**config.mk**
```make
export PLATFORM = sky130hd
export DESIGN_NAME = fetch_unit
export DESIGN_NICKNAME = d
export VERILOG_FILES = /design/src/rtl/fetch_pkg.sv /design/src/rtl/fetch_skid_buf.sv /design/src/rtl/fetch_unit.sv
export SDC_FILE = /design/constraint.sdc
export NUM_CORES = 1
export LEC_CHECK = 0
export CORE_ASPECT_RATIO = 1.2
export CORE_UTILIZATION = 35
export DETAILED_ROUTE_END_ITERATION = 10
export PLACE_DENSITY_LB_ADDON = 0.2
export REMOVE_ABC_BUFFERS = 1
export SKIP_CTS_REPAIR_TIMING = 1
export SLEW_MARGIN = 20
export SYNTH_ARGS = -nofsm -noshare
export SYNTH_HDL_FRONTEND = slang
export SYNTH_SLANG_ARGS = --single-unit
```
**constraint.sdc**
```tcl
create_clock -name clk -period 1.83 [get_ports clk]
set_input_delay 0.183 -clock clk [delete_from_list [all_inputs] [get_ports clk]]
set_output_delay 0.183 -clock clk [all_outputs]
set_load 0.005 [all_outputs]
```
**src/rtl/fetch_pkg.sv**
```systemverilog
// ============================================================================
// fetch_pkg : shared state encoding and constants for the fetch front end.
// Revision  : 1.0
// ============================================================================
`default_nettype none

package fetch_pkg;

  localparam logic [0:0]  S_FILL   = 1'b0;
  localparam logic [0:0]  S_RUN    = 1'b1;

  localparam int          INST_W   = 32;
  localparam logic [31:0] PC_STEP  = 32'd4;
  localparam int          BYTE_OFF = 2;

endpackage

`default_nettype wire

```
**src/rtl/fetch_skid_buf.sv**
```systemverilog
// ============================================================================
// fetch_skid_buf : one-entry holding register for a stalled ROM word.
// Revision       : 1.0
// ============================================================================
`default_nettype none

module fetch_skid_buf
  import fetch_pkg::*;
(
  input  logic              clk,
  input  logic              rst,
  input  logic              load,
  input  logic              clear,
  input  logic [INST_W-1:0] rom_rdata,
  output logic              skid_valid,
  output logic [INST_W-1:0] inst_data
);

  logic              skid_valid_d, skid_valid_q;
  logic [INST_W-1:0] skid_data_d,  skid_data_q;

  always_comb begin
    skid_valid_d = skid_valid_q;
    skid_data_d  = skid_data_q;
    if (clear) begin
      skid_valid_d = 1'b0;
    end else if (load) begin
      skid_valid_d = 1'b1;
      skid_data_d  = rom_rdata;
    end
  end

  always_ff @(posedge clk) begin
    if (rst) begin
      skid_valid_q <= 1'b0;
      skid_data_q  <= '0;
    end else begin
      skid_valid_q <= skid_valid_d;
      skid_data_q  <= skid_data_d;
    end
  end

  assign skid_valid = skid_valid_q;
  // The ROM has already moved on once the skid is loaded, so it must win.
  assign inst_data  = skid_valid_q ? skid_data_q : rom_rdata;

endmodule

`default_nettype wire

```
**src/rtl/fetch_unit.sv**
```systemverilog
// ============================================================================
// fetch_unit : instruction fetch front end with skid buffer and redirect.
//              Optional perf counters enabled by FETCH_PERF_EN.
// Revision   : 1.0
// ============================================================================
`default_nettype none

module fetch_unit
  import fetch_pkg::*;
#(
  parameter int          ADDR_W   = 8,
  parameter logic [31:0] RESET_PC = 32'h0000_0000
) (
  input  logic              clk,
  input  logic              rst,
  output logic [ADDR_W-1:0] rom_raddr,
  input  logic [INST_W-1:0] rom_rdata,
  input  logic              redirect_valid,
  input  logic [31:0]       redirect_pc,
  output logic              inst_valid,
  input  logic              inst_ready,
  output logic [31:0]       inst_pc,
  output logic [INST_W-1:0] inst_data
`ifdef FETCH_PERF_EN
  ,
  output logic [31:0]       perf_fetched,
  output logic [31:0]       perf_stall
`endif
);

  logic [0:0]  state_d,    state_q;
  logic [31:0] fetch_pc_d, fetch_pc_q;
  logic [31:0] pc_d,       pc_q;
  logic        skid_load,  skid_clear;
  logic        skid_valid;

  always_comb begin
    state_d    = state_q;
    fetch_pc_d = fetch_pc_q;
    pc_d       = pc_q;
    skid_load  = 1'b0;
    skid_clear = 1'b0;
    if (redirect_valid) begin
      fetch_pc_d = redirect_pc & ~32'd3;
      state_d    = S_FILL;
      skid_clear = 1'b1;
    end else if (state_q == S_FILL) begin
      state_d    = S_RUN;
      pc_d       = fetch_pc_q;
      fetch_pc_d = fetch_pc_q + PC_STEP;
    end else if (inst_ready) begin
      pc_d       = fetch_pc_q;
      fetch_pc_d = fetch_pc_q + PC_STEP;
      skid_clear = skid_valid;
    end else if (!skid_valid) begin
      // First stall cycle: capture mem[pc] before the ROM shows mem[fetch_pc].
      skid_load  = 1'b1;
    end
  end

  always_ff @(posedge clk) begin
    if (rst) begin
      state_q    <= S_FILL;
      fetch_pc_q <= RESET_PC;
      pc_q       <= RESET_PC;
    end else begin
      state_q    <= state_d;
      fetch_pc_q <= fetch_pc_d;
      pc_q       <= pc_d;
    end
  end

  fetch_skid_buf u_skid (
    .clk        (clk),
    .rst        (rst),
    .load       (skid_load),
    .clear      (skid_clear),
    .rom_rdata  (rom_rdata),
    .skid_valid (skid_valid),
    .inst_data  (inst_data)
  );

  assign rom_raddr  = fetch_pc_q[ADDR_W+BYTE_OFF-1:BYTE_OFF];
  assign inst_valid = (state_q == S_RUN);
  assign inst_pc    = pc_q;

`ifdef FETCH_PERF_EN
  logic [31:0] perf_fetched_d, perf_fetched_q;
  logic [31:0] perf_stall_d,   perf_stall_q;

  always_comb begin
    perf_fetched_d = perf_fetched_q;
    perf_stall_d   = perf_stall_q;
    if (inst_valid && inst_ready && !redirect_valid) begin
      perf_fetched_d = perf_fetched_q + 32'd1;
    end
    if (inst_valid && !inst_ready) begin
      perf_stall_d = perf_stall_q + 32'd1;
    end
  end

  always_ff @(posedge clk) begin
    if (rst) begin
      perf_fetched_q <= '0;
      perf_stall_q   <= '0;
    end else begin
      perf_fetched_q <= perf_fetched_d;
      perf_stall_q   <= perf_stall_d;
    end
  end

  assign perf_fetched = perf_fetched_q;
  assign perf_stall   = perf_stall_q;
`endif

endmodule

`default_nettype wire

```
* Word level (Yosys, flattened, before mapping)
Index checks and enable logic that the tools add are counted.
** Storage, ports and cells
- Bits in latches :: 0
- Memories :: 0
- Input bits :: 68
- Memory bits (writable) :: 0
- Output and inout bits :: 73
- Bits in read-only memories :: 0
- Register bits after elaboration :: 98
- Word-level logic and storage cells :: 29
** Cells by class
- Multipliers :: 0
- Mux-type cells :: 14
- Equal/unequal tests :: 2
- Add/sub/neg operators :: 1
- Reductions and logical operators :: 4
- Bitwise logic cells :: 2
- Shifts and indexed selects :: 0
- Div/mod/pow operators :: 0
- Magnitude comparators :: 0
** Operators with widths (count)
- $mux 32 :: 6
- $add 32x3->32 const B :: 1
- $mux 1 :: 8
- $reduce_and 2->1 :: 2
- $reduce_or 2->1 :: 2
- $ne 3x3->1 const B :: 1
- $ne 2x2->1 const B :: 1
- $not 1->1 :: 2

* Longest topological paths before layout
- Depth in word-level cells :: 5
- Mapped depth :: 6
- Depth with buffers taken out :: 4

* Modules after synthesis
A second synthesis with hierarchy kept.
** Unflattened totals
- Cells, all modules :: 567
- Area total of the unflattened synthesis :: 4959.8 um^2
** Modules (own cells, without submodules)
- fetch_unit :: sequential area each 1221.2 um^2, cells an instance 383, times used 1, area each 3029.2 um^2
- fetch_skid_buf :: sequential area each 660.6 um^2, cells an instance 184, times used 1, area each 1930.6 um^2

* Worst setup path before layout
Ideal clock, no wire load.
- Kind :: register -> register
- From :: register fetch_pc_q[17]
- To :: register fetch_pc_q[26]
- Data required time :: 1.739 ns
- Arrival time :: 1.686 ns
- Stages on the path, launching flop included :: 5
- Library setup time :: 0.091 ns
- Buffers on the path :: 0
- Period minus slack after synthesis :: 1.777 ns
- Path slack :: 0.053 ns
- Cell sequence :: dfxtp_1 nand4_2 or4_1 or4_1 a311oi_1
** Between the ends
- Cells in the longest elaborated chain, start to end :: 4
** RTL lines
- start, declared :: line fetch_unit.sv:32 : logic [31:0] fetch_pc_d, fetch_pc_q;
- start signal, assigned :: line fetch_unit.sv:68 : fetch_pc_q <= fetch_pc_d;
- $add 32x3->32 * :: line fetch_unit.sv:50, fetch_unit.sv:53
- $mux 32 :: line fetch_unit.sv:51 : end else if (inst_ready) begin
- $mux 32 * :: line fetch_unit.sv:47 : end else if (state_q == S_FILL) begin
- $mux 32 * :: line fetch_unit.sv:43 : if (redirect_valid) begin
Mark *: on every way between the ends. The rest lies on a longest branch, timed or not. The select of a mux whose other input is x is not followed.
A chain may end at the register's enable or synchronous reset.

* Worst setup path in the final report
- From :: register u_skid.skid_valid_q, in the netlist u_skid.skid_valid
- To :: output inst_data[8]
** Between the ends
- Cells in the longest elaborated chain, start to end :: 1
** RTL lines
- start, declared :: line fetch_skid_buf.sv:19 : logic skid_valid_d, skid_valid_q;
- start signal, assigned :: line fetch_skid_buf.sv:38 : skid_valid_q <= skid_valid_d;
- $mux 32 :: line fetch_skid_buf.sv:45 : assign inst_data = skid_valid_q ? skid_data_q : rom_rdata;
- end, declared :: line fetch_unit.sv:23 : output logic [INST_W-1:0] inst_data
Every way passes these cells.

==> impl_metrics.tcl <==
set metrics [dict create \
    synth_top_cell_by_area "dfxtp_1" \
    cp_cell_sequence "clkbuf_16 > buf_6 > buf_4 > mux2_2 > dlymetal6s2s_1" \
    place_congestion 0.849 \
    synth_ff_type "dfxtp_1" \
    die_area_mm2 0.0134 \
    ys_warn_count 0 \
    seq_area_frac_synth_pct 41.5 \
    drt_pass1_iterations 6 \
    ios 141 \
    rsz0062_at_grt "no" \
    grt_util_all_layers_pct 19.9 \
    min-delay-path-class "primary input to flop" \
    crit_path_max_fanout 6 \
    globalRoute.totalOverflow 0 \
    globalRouteMet2Util_pct 35.9 \
    critPathTopFamily "buffers and inverters" \
    fin_area_mm2 0.00696 \
    synth_area_leaders "dfxtp_1 (41%), nand2_1 (12%), mux2_2 (7.9%)" \
    setup_viol 0 \
    via_per_inst 5.12 \
    routed_wl_mm 13.7 \
    critPathKind "flop to output pin" \
    synth-edff-count 0 \
    final_hold_viol_count 0 \
    busiest_layer "met2" \
    final_util_pct 55.0 \
    initial_core_util_pct 35.8 \
    port_buffers 136 \
    yosysUniqueCellTypes 45 \
    layout_commonest_cell "nand2_1" \
    die_height_um 127 \
    htree_levels 3 \
    avgSynthCellArea_um2 7.92 \
    drt_iter0_markers 248 \
    async_flop_share_pct 0 \
    crit_buf_inv 4 \
    irDropWorstVdd_mv 0.461 \
    critPathLaunchType "flop" \
    whs_ns 0.253 \
    final_cell_mix "nand2_1 (148), clkdlybuf4s50_1 (103), dfxtp_1 (90), buf_4 (73), a21oi_1 (67)" \
    cap_violations 0 \
    clock_skew_ns 0.00562 \
    powerDensity_mw_per_mm2 698 \
    placed_area_mm2 0.00639 \
    core_area_mm2 0.0127 \
    critical_path.max_stage_delay_ns 0.43 \
    fin_nets 817 \
    die_w_um 106 \
    drc 0 \
    crit_slowest_cell "dfxtp_4" \
    syn_inst 573 \
    status "complete, no violations" \
    clockRootBuffer "clkbuf_16" \
    wl_per_cell_um 14.9 \
    worst_slack_ns 0.0394 \
    period_needed_ns 1.79 \
    drive_gt1_share_pct 18.9 \
    num_antenna_cells 0 \
    max_freq_ghz 0.558 \
    total_power_uw 4860 \
    power.leakage_uw 0.00275 \
    syn_to_final_growth_pct 53.4 \
    first_global_vias 4654 \
    fill_cells 1147 \
    post-dp-hpwl_mm 9.40 \
    grt_pass1_wl_mm 21.8 \
    synth-seq-cells 94 \
    cts_tree "yes" \
    ant_nets 0 \
    cp-end-kind "output pin" \
    path_clk_slew_ns 0.06 \
    period_share_pct 97.8 \
    clock_latency_ns 0.34 \
    grt_max_degree 49 \
    grt_use_met1_pct 23.4 \
    syn_area_mm2 0.00454 \
    clockBufferDepth 2 \
    cts.sinks 94 \
    synth_top_area_share_pct 41.5 \
    drv_slew 0 \
    rows 45 \
    required_ns 1.65 \
    grt_use_met3_pct 3.29 \
    worst_ep_arrival_time_ns 1.61 \
    cts-buffers-inserted 9 \
    place_ws_ns -0.239 \
    grt_antenna_before_repair 0 \
    vias 4682 \
]
where the power goes:
group	internal [µW]	total (µW)	switching [µW]
Combinational	457	783	326
Sequential	2130	2200	64.1
Clock	1120	1880	761
Total	3710	4860	1150
cell families (layout without fill, tap and decap cells):
family | count (synthesis) | after routing | share of synthesized area [%]
muxes | 32 | 32 | 7.94
adders and majority gates | 1 | 1 | 0.276
AOI/OAI and AO/OA | 116 | 116 | 16.3
and+or+nand+nor | 258 | 258 | 26.2
buffers and inverters | 62 | 239 | 6.09
DFF | 94 | 94 | 41.5
xor gates and xnor gates | 9 | 9 | 1.74
other | 1 | 2 | 0.0826
cells in the mapped netlist, drive strengths merged, types with 5 or more instances:
| cell type | number |
|---|---|
| a2111oi | 6 |
| a211oi | 8 |
| a21oi | 67 |
| a311oi | 11 |
| a31oi | 5 |
| and3 | 6 |
| buf | 20 |
| clkbuf | 34 |
| dfxtp | 94 |
| inv | 7 |
| mux2 | 32 |
| nand2 | 148 |
| nand3 | 7 |
| nand4 | 14 |
| nor2 | 34 |
| nor2b | 8 |
| nor3 | 6 |
| nor4 | 8 |
| o31ai | 7 |
| or3 | 6 |
| or4 | 7 |
| xnor2 | 5 |
layer usage:
metal / vias to the layer above / routed length, µm
met4: 0 / 209
met3: 14 / 695
met1: 2176 / 6010
met2: 147 / 6730
li1: 2345 / -
met5: - / 0
flip-flops by register name, summed over array words and instances, names as in the netlist:
name and flops:
u_skid.skid_data_q 32, u_skid.skid_valid 1, fetch_pc_q 30, inst_pc 30, inst_valid 1
per-stage QoR:
step	setup TNS, ns	std cells
after floorplan	-31.58	520
after global placement	-4.20	881
after detailed placement	-5.31	881
after CTS	-6.42	895
after global routing	0	915
final	0	915
path summary, 6_finish.rpt:
| check | start | endpoint | slack [ns] | cells after the start |
|---|---|---|---|---|
| worst min-delay path | rst | inst_pc[2] | 0.25 | 2 |
| worst max-delay path | u_skid.skid_valid | inst_data[8] | 0.04 | 5 |
| worst min register to register | u_skid.skid_data_q[18] | u_skid.skid_data_q[18] | 0.45 | 2 |
| worst max register to register | fetch_pc_q[7] | fetch_pc_q[21] | 0.08 | 4 |
cell type report:
type	count	area (µm²)	share of cell area, %
Timing Repair Buffer	217	2140	30.7
Sequential cell	94	1890	27.1
Inverter	8	30.0	0.431
Clock inverter	1	30.0	0.431
Tap cell	164	205	2.95
Clock buffer	13	260	3.74
Multi-Input combinational cell	418	2410	34.6
No activity file was read; power rests on OpenSTA's default activity.
